### src/rtl/io_controller_if.sv
// CPU-side bus of the I/O peripheral: decoder selects, register index and data.
// The master drives the strobes. The peripheral returns readData combinationally.
interface io_controller_if;
  logic        pRead;
  logic        pWrite;
  logic [1:0]  addr;
  logic [31:0] writeData;
  logic [31:0] readData;

  modport master (
    output pRead,
    output pWrite,
    output addr,
    output writeData,
    input  readData
  );

  modport slave (
    input  pRead,
    input  pWrite,
    input  addr,
    input  writeData,
    output readData
  );
endinterface

### src/rtl/io_controller.sv
// Memory-mapped I/O peripheral: debounced buttons, switch snapshot on btnR,
// CPU-written LED value acknowledged by btnL, word-indexed status/data map.
module io_controller #(
  parameter int DEBOUNCE_CYCLES = 1000000
) (
  input  logic              clk,
  input  logic              reset,
  io_controller_if.slave    bus,
  input  logic              btnL,
  input  logic              btnR,
  input  logic [15:0]       switch,
  output logic [11:0]       led
);

  localparam int CNT_W = (DEBOUNCE_CYCLES > 2) ? $clog2(DEBOUNCE_CYCLES) : 1;
  localparam logic [CNT_W-1:0] CNT_LAST = CNT_W'(DEBOUNCE_CYCLES - 1);

  localparam logic [1:0] ADDR_STATUS = 2'd0;
  localparam logic [1:0] ADDR_SWITCH = 2'd1;
  localparam logic [1:0] ADDR_LED    = 2'd2;
  localparam logic [1:0] ADDR_LEDRB  = 2'd3;

  // index 0 = btnL, index 1 = btnR
  logic [1:0] btn_raw;
  logic [1:0] btn_press;

  assign btn_raw = {btnR, btnL};

  genvar gi;
  generate
    for (gi = 0; gi < 2; gi++) begin : g_btn
      logic             sync1_reg;
      logic             sync2_reg;
      logic             level_reg;
      logic [CNT_W-1:0] cnt_reg;
      logic             differ;
      logic             expire;

      assign differ = (sync2_reg != level_reg);
      assign expire = differ && (cnt_reg == CNT_LAST);

      always_ff @(posedge clk or posedge reset) begin
        if (reset) begin
          sync1_reg <= 1'b0;
          sync2_reg <= 1'b0;
          level_reg <= 1'b0;
          cnt_reg   <= '0;
        end else begin
          sync1_reg <= btn_raw[gi];
          sync2_reg <= sync1_reg;
          if (expire) begin
            level_reg <= ~level_reg;
            cnt_reg   <= '0;
          end else if (differ) begin
            cnt_reg <= cnt_reg + 1'b1;
          end else begin
            cnt_reg <= '0;
          end
        end
      end

      // Press is the same edge on which the level rises, so consumers act on it directly.
      assign btn_press[gi] = expire && !level_reg;
    end
  endgenerate

  logic [15:0] sw_sync1_reg;
  logic [15:0] sw_sync2_reg;
  logic [15:0] sw_reg;
  logic        sw_ready_reg;
  logic        overrun_reg;
  logic [11:0] led_reg;
  logic        led_ready_reg;

  logic rd_status;
  logic rd_switch;
  logic wr_led;
  logic unused_wdata;

  assign rd_status    = bus.pRead  && (bus.addr == ADDR_STATUS);
  assign rd_switch    = bus.pRead  && (bus.addr == ADDR_SWITCH);
  assign wr_led       = bus.pWrite && (bus.addr == ADDR_LED);
  assign unused_wdata = ^bus.writeData[31:12];

  // Event-set takes priority over read-clear; an LED write beats a same-edge ack.
  always_ff @(posedge clk or posedge reset) begin
    if (reset) begin
      sw_sync1_reg  <= '0;
      sw_sync2_reg  <= '0;
      sw_reg        <= '0;
      sw_ready_reg  <= 1'b0;
      overrun_reg   <= 1'b0;
      led_reg       <= '0;
      led_ready_reg <= 1'b1;
    end else begin
      sw_sync1_reg <= switch;
      sw_sync2_reg <= sw_sync1_reg;

      if (btn_press[1]) begin
        sw_reg       <= sw_sync2_reg;
        sw_ready_reg <= 1'b1;
      end else if (rd_switch) begin
        sw_ready_reg <= 1'b0;
      end

      if (btn_press[1] && sw_ready_reg) begin
        overrun_reg <= 1'b1;
      end else if (rd_status) begin
        overrun_reg <= 1'b0;
      end

      if (wr_led) begin
        led_reg       <= bus.writeData[11:0];
        led_ready_reg <= 1'b0;
      end else if (btn_press[0]) begin
        led_ready_reg <= 1'b1;
      end
    end
  end

  always_comb begin
    bus.readData = '0;
    if (bus.pRead) begin
      case (bus.addr)
        ADDR_STATUS: bus.readData = {29'b0, overrun_reg, led_ready_reg, sw_ready_reg};
        ADDR_SWITCH: bus.readData = {16'b0, sw_reg};
        ADDR_LED:    bus.readData = '0;
        ADDR_LEDRB:  bus.readData = {20'b0, led_reg};
        default:     bus.readData = '0;
      endcase
    end
  end

  assign led = led_reg;

endmodule

### src/flat_wrapper.sv
// flat-port wrapper written by rule: the top's interface ports become plain ports
module io_controller_flat 
#(
  parameter int DEBOUNCE_CYCLES = 1000000
)
  (clk, reset, btnL, btnR, switch, led, bus_pRead, bus_pWrite, bus_addr, bus_writeData, bus_readData);
  io_controller_if bus_i ();
  input  logic clk;
  input  logic reset;
  input  logic btnL;
  input  logic btnR;
  input  logic [15:0] switch;
  output logic [11:0] led;
  input wire logic [$bits(bus_i.pRead)-1:0] bus_pRead;
  input wire logic [$bits(bus_i.pWrite)-1:0] bus_pWrite;
  input wire logic [$bits(bus_i.addr)-1:0] bus_addr;
  input wire logic [$bits(bus_i.writeData)-1:0] bus_writeData;
  output wire logic [$bits(bus_i.readData)-1:0] bus_readData;
  assign bus_i.pRead = bus_pRead;
  assign bus_i.pWrite = bus_pWrite;
  assign bus_i.addr = bus_addr;
  assign bus_i.writeData = bus_writeData;
  assign bus_readData = bus_i.readData;
  io_controller #(.DEBOUNCE_CYCLES(DEBOUNCE_CYCLES)) u_core (.clk(clk), .reset(reset), .bus(bus_i), .btnL(btnL), .btnR(btnR), .switch(switch), .led(led));
endmodule
### config.mk
export PLATFORM = sky130hd
export DESIGN_NAME = io_controller_flat
export DESIGN_NICKNAME = d
export VERILOG_FILES = /design/src/rtl/io_controller_if.sv /design/src/rtl/io_controller.sv /design/src/flat_wrapper.sv
export SDC_FILE = /design/constraint.sdc
export NUM_CORES = 1
export LEC_CHECK = 0
export BUFFER_PORTS_ARGS = -buffer_cell sky130_fd_sc_hd__buf_2
export CAP_MARGIN = 20
export CORE_MARGIN = 5
export CORE_UTILIZATION = 53
export DETAILED_ROUTE_END_ITERATION = 8
export GPL_ROUTABILITY_DRIVEN = 1
export HOLD_SLACK_MARGIN = 0.12
export PLACE_DENSITY = 0.84
export SLEW_MARGIN = 20
export SYNTH_ARGS = -nofsm -noshare
export SYNTH_HDL_FRONTEND = slang
export SYNTH_SLANG_ARGS = --single-unit
### constraint.sdc
create_clock -name clk -period 3.6 [get_ports clk]
set_clock_uncertainty 0.2 [all_clocks]
set_input_delay 0.18 -clock clk [delete_from_list [all_inputs] [get_ports clk]]
set_output_delay 0.18 -clock clk [all_outputs]
set_load 0.02 [all_outputs]
# [Word level (Yosys, flattened, before mapping)]
# Cells that the tools add are included.
[word_totals] ff_bits=109 latchBits=0 ram_bits=0 mem_bits_ro=0 wordCells=52 memories=0
[classes] addsub=2 n_mul=0 div=0 n_lt_le_gt_ge=0 eq_ne=7 n_shift=0 muxes=12 bitwise_logic=2 n_reduce_logical=14
[ops] operator="32-bit one-hot mux with 4 select lines" count=1
[ops] operator="20-bit two-way mux" count=4
[ops] operator="20-bit by 1-bit adder with 20-bit output, second input constant" count=2
[ops] operator="20-bit == test, second input constant" count=2
[ops] operator="32-bit two-way mux" count=1
[ops] operator="1-bit logical AND" count=8
[ops] operator="1-bit two-way mux" count=6
[ops] operator="2-bit nonzero test" count=3
[ops] operator="2-bit == test, second input constant" count=2
[ops] operator="2-bit by 1-bit == test with 1-bit output, second input constant" count=1
[ops] operator="1-bit zero test" count=2
[ops] operator="2-bit zero test" count=1
[ops] operator="1-bit != test" count=2
[ops] operator="1-bit NOT" count=2

# [Depth between registers and ports, before layout]
[logic_depth] word_depth=5 ltp_mapped=6 ltp_nobuf=4

# [Worst setup path before layout]
# Ideal clock, no wire load.
[synth_timing] path_type="reg2reg" from="register u_core.g_btn[1].cnt_reg[8]" to="register u_core.sw_reg[0]" t_arrival_ns=1.930 setup_slack_ns=1.346 path_stages_with_launch=6 period_less_slack_ns=2.254 cell_sequence="dfrtp_1 -> nor4b_1 -> nand4_2 -> nor4_4 -> buf_6 -> mux2_2"
[synth_via] elab_chain_len=3
[synth_lines] item="start: declaration" line="io_controller.sv:35" rtl="logic [CNT_W-1:0] cnt_reg;"
[synth_lines] item="start signal: assignment" line="io_controller.sv:55" rtl="cnt_reg <= cnt_reg + 1'b1;"
[synth_lines] item="20-bit == test" line="io_controller.sv:40" rtl="assign expire = differ && (cnt_reg == CNT_LAST);"
[synth_lines] item="1-bit logical AND" line="io_controller.sv:40"
[synth_lines] item="1-bit logical AND" line="io_controller.sv:63" rtl="assign btn_press[gi] = expire && !level_reg;"
[synth_lines] item="end signal: assignment" line="io_controller.sv:100" rtl="sw_reg <= sw_sync2_reg;"
[synth_lines] item="end: declaration" line="io_controller.sv:69" rtl="logic [15:0] sw_reg;"
# No other way between the ends.
# A chain may end at the register's enable or synchronous reset.

# [Worst setup path after layout]
[layout_timing] from="register u_core.g_btn[0].cnt_reg[8]" to="register u_core.g_btn[0].cnt_reg[11]"
[layout_via] elab_chain_len=3 word_cells_on_any_way=5 cone_classes="add/sub: 1; eq/ne: 1; mux: 2; reduce/logical: 1"
[layout_lines] item="start: declaration" line="io_controller.sv:35"
[layout_lines] item="start signal: assignment" line="io_controller.sv:55"
[layout_lines] item="20-bit by 1-bit adder with 20-bit output or 20-bit == test (tied branches)" line="io_controller.sv:55, io_controller.sv:40"
[layout_lines] item="20-bit two-way mux or 1-bit logical AND (tied branches)" line="io_controller.sv:54, io_controller.sv:40"
[layout_lines] item="20-bit two-way mux (*)" line="io_controller.sv:51" rtl="if (expire) begin"
# Mark *: on every way between the ends. The rest lies on a longest branch, timed or not.

==> summary.md <==
| Metric | Value |
|---|---|
| Clk Latency, worst-skew pair | 0.37 ns |
| Slew HR | 37.9% |
| Largest net degree at the start of global routing | between 80 and 90 |
| Routed wire length | 9.15 mm |
| Worst-path clk slew | 0.10 ns |
| First-pass GRT wire length | 15.4 mm |
| Most frequent cells in the layout | 108 x dfrtp_1, 63 x buf_2, 37 x nor2_1, 33 x dlygate4sd3_1, 28 x mux2_2 |
| Largest register FFs | 40 |
| Area of the core | 0.00830 mm2 |
| CTS sink cnt | 109 |
| DRT Pass-1 Iters | 4 |
| Horiz. Die Dim | approximately 100 um |
| Clk buf depth | 2 |
| Min cycle time layout | 2.69 ns |
| Worst Setup Start Kind | register |
| Critical path peak fanout | 20 |
| Hold path depth | 0 |
| DRC Markers | 0 |
| RSZ-0062 raised after global routing | no |
| GRT Total Usage | about a fifth |
| Count of final hold-check violations | 0 |
| Final period util | 74.6% |
| CTS root buf | clkbuf_8 |
| Setup-failing EPs final | 0 |
| Synth cell types | 39 |
| TritonCTS clock tree | built |
| Worst slew pin tran | 0.932 ns |
| Syn Area/Cell | 12.0 um2 |
| Vias | between 3k and 4k |
| Nets@finish | ~530 |
| Congestion Overflow GR | 0 |
| Worst vdd ir | 0.202 mV |
| Crit end category | register |
| Pwr/cell area | 418 mW/mm2 |
| Hold_sp | u_core.sw_sync1_reg[4] |
| Lkg Pwr | 2.55 nW |
| Flop-to-flop setup slack | between 0.9 and 1 ns |
| Status | completed |
| Antenna viol nets, final | 0 |
| Die Height | roughly 100 um |
| Met1 usage | 23.1% |
| Fmax | 372 MHz |
| Vias per cell | 5.32 |
| Die area | 0.0105 mm2 |
| Initial antenna violation count | 0 |
| Gr busiest metal | met2 |
| Register area share after synthesis | 60.1% |
| Mapped cell area | 0.00454 mm2 |
| Synth warn | 0 |
| Worst Hold Class | register to register |
| Number of core rows | 33 |
| Global-route met2 utilization | 32.5% |
| Path depth of the worst reg2reg path | 4 |
| Worst Path Arrival | 2.71 ns |
| DP Wirelength | 5.57 mm |
| Number of global-route vias before repair | ~3.2k |
| Wire per inst | 15.7 um |
| Setup TNS | 0 ns |
| Port Buffers | 63 |
| Flops & latches, synth | roughly 110 |
| Total of max-cap violations | 0 |
| WHS Endpoint | u_core.sw_sync2_reg[4] |
| GPL Wtd Cong | 0.766 |
| Crit path kind | register to register |
| Area delta synth->final | 18.8% |
| I/O pins | 100 |
| Grt met3 use | 4.33% |
| RR Endpoint | u_core.g_btn[0].cnt_reg[11] |
| Pins over their slew limit | 0 |
| Synth Instances | 377 |
| Post-CTS setup buffer count | 0 |
| Initial Utilization | 54.7% |
| Commonest non-fill, non-tap cell in the layout | dfrtp_1 |
| Cell total after placement | 532 |
| Non-filler cells in the finished layout | 581 |
| Fillers | 552 |
| Antenna diodes | 0 |
| CP Data Required Time | 3.62 ns |
| Worst R2R Start | u_core.g_btn[0].cnt_reg[8] |
| H-Tree Depth | 3 |
| Layout cells sized above 1 | 24.6% |
| TritonCTS Buffers | 9 |
| Initial DRC count | roughly 170 |
[synthesized netlist by cell type, drive strengths merged]
library cell,n,area share (%)
xnor2,4,0.77
conb,1,0.083
nor2b,1,0.14
nor4b,1,0.19
o31ai,7,1.2
mux2i,12,2.6
mux2,28,6.9
nand2,12,0.99
a21oi,14,1.5
or4b,1,0.22
clkbuf,9,0.74
nand3b,1,0.17
nor4,3,0.74
or4,7,1.2
and3,3,0.41
buf,22,3.6
nand3,14,1.5
nor2,37,3.1
nand4,12,1.8
inv,9,0.74
dfstp,1,0.58
xor2,20,3.9
or3,9,1.2
a22o,1,0.19
o21a,1,0.17
nand4b,1,0.19
and4,7,1.4
and2,11,1.5
ha,2,0.55
nand2b,1,0.14
dfrtp,108,60
o21ai,17,2.0
[timing repair]
item / in CTS / in global routing
endpoints found under the hold margin: 111 / 0
hold buffers: 33 / 0
gates resized for setup: 0 / 0
[worst max-delay path by stage]
stage,from,end,slack (ns)
after global placement,u_core.g_btn[0].cnt_reg[8],u_core.g_btn[0].cnt_reg[5],0.98
after global routing,u_core.g_btn[0].cnt_reg[8],u_core.g_btn[0].cnt_reg[11],0.75
final,u_core.g_btn[0].cnt_reg[8],u_core.g_btn[0].cnt_reg[11],0.91
after CTS,u_core.g_btn[0].cnt_reg[8],u_core.g_btn[0].cnt_reg[3],0.90
after floorplan,reset,u_core.g_btn[0].cnt_reg[0],0.35
after detailed placement,u_core.g_btn[0].cnt_reg[8],u_core.g_btn[0].cnt_reg[3],0.92
[area by class of cell]
type	instances	area [um2]	area share, %
sequential	109	2730	50.6
multi-input combinational	243	1640	30.3
timing repair buffer	99	668	12.4
clock buffer	10	138	2.55
tap	105	131	2.44
clock inverter	6	53.8	0.998
inverter	9	36.3	0.673
[routing by layer]
metal / share of wire, % / routed length (um)
met5: 0 / 0
met4: 1.6 / 150
met1: 41 / 3750
met3: 6.8 / 623
met2: 51 / 4620
[logic make-up after synthesis]
family | count (synthesis) | synth area share (%)
AO/OA/AOI/OAI | 40 | 5.02
buffers and inverters | 40 | 5.05
adder cells (fa/ha/maj) | 2 | 0.551
AND/OR/NAND/NOR | 121 | 14.9
flip-flops | 109 | 60.1
XOR/XNOR | 24 | 4.63
multiplexers | 40 | 9.59
other | 1 | 0.0826
[metrics by stage]
stage          utilization, %  setup WS (ns)  instance area (um2)  hold WS [ns]  total power, mW
2_1_floorplan               -          0.348                 4590        0.0114             1.47
6_report                 65.0          0.915                 5390         0.155             2.25
4_1_cts                  65.0          0.900                 5390         0.142             2.26
3_5_place_dp             58.7          0.921                 4870        0.0898             1.54
3_3_place_gp             58.7          0.983                 4870        0.0878             1.53
5_1_grt                  65.0          0.750                 5390         0.158             2.35
[where the power goes]
part / switching, mW / internal, mW
Combinational: 0.146 / 0.0965
Clock: 0.421 / 0.284
Sequential: 0.0311 / 1.27
[worst max-delay path, cell delays in order (launching register included)]
cell and delay, ns:
dfrtp_1 0.42, or4b_2 0.67, or4_4 0.47, o21ai_2 0.65
nor2_1 0.13
No activity file was read; power rests on OpenSTA's default activity.
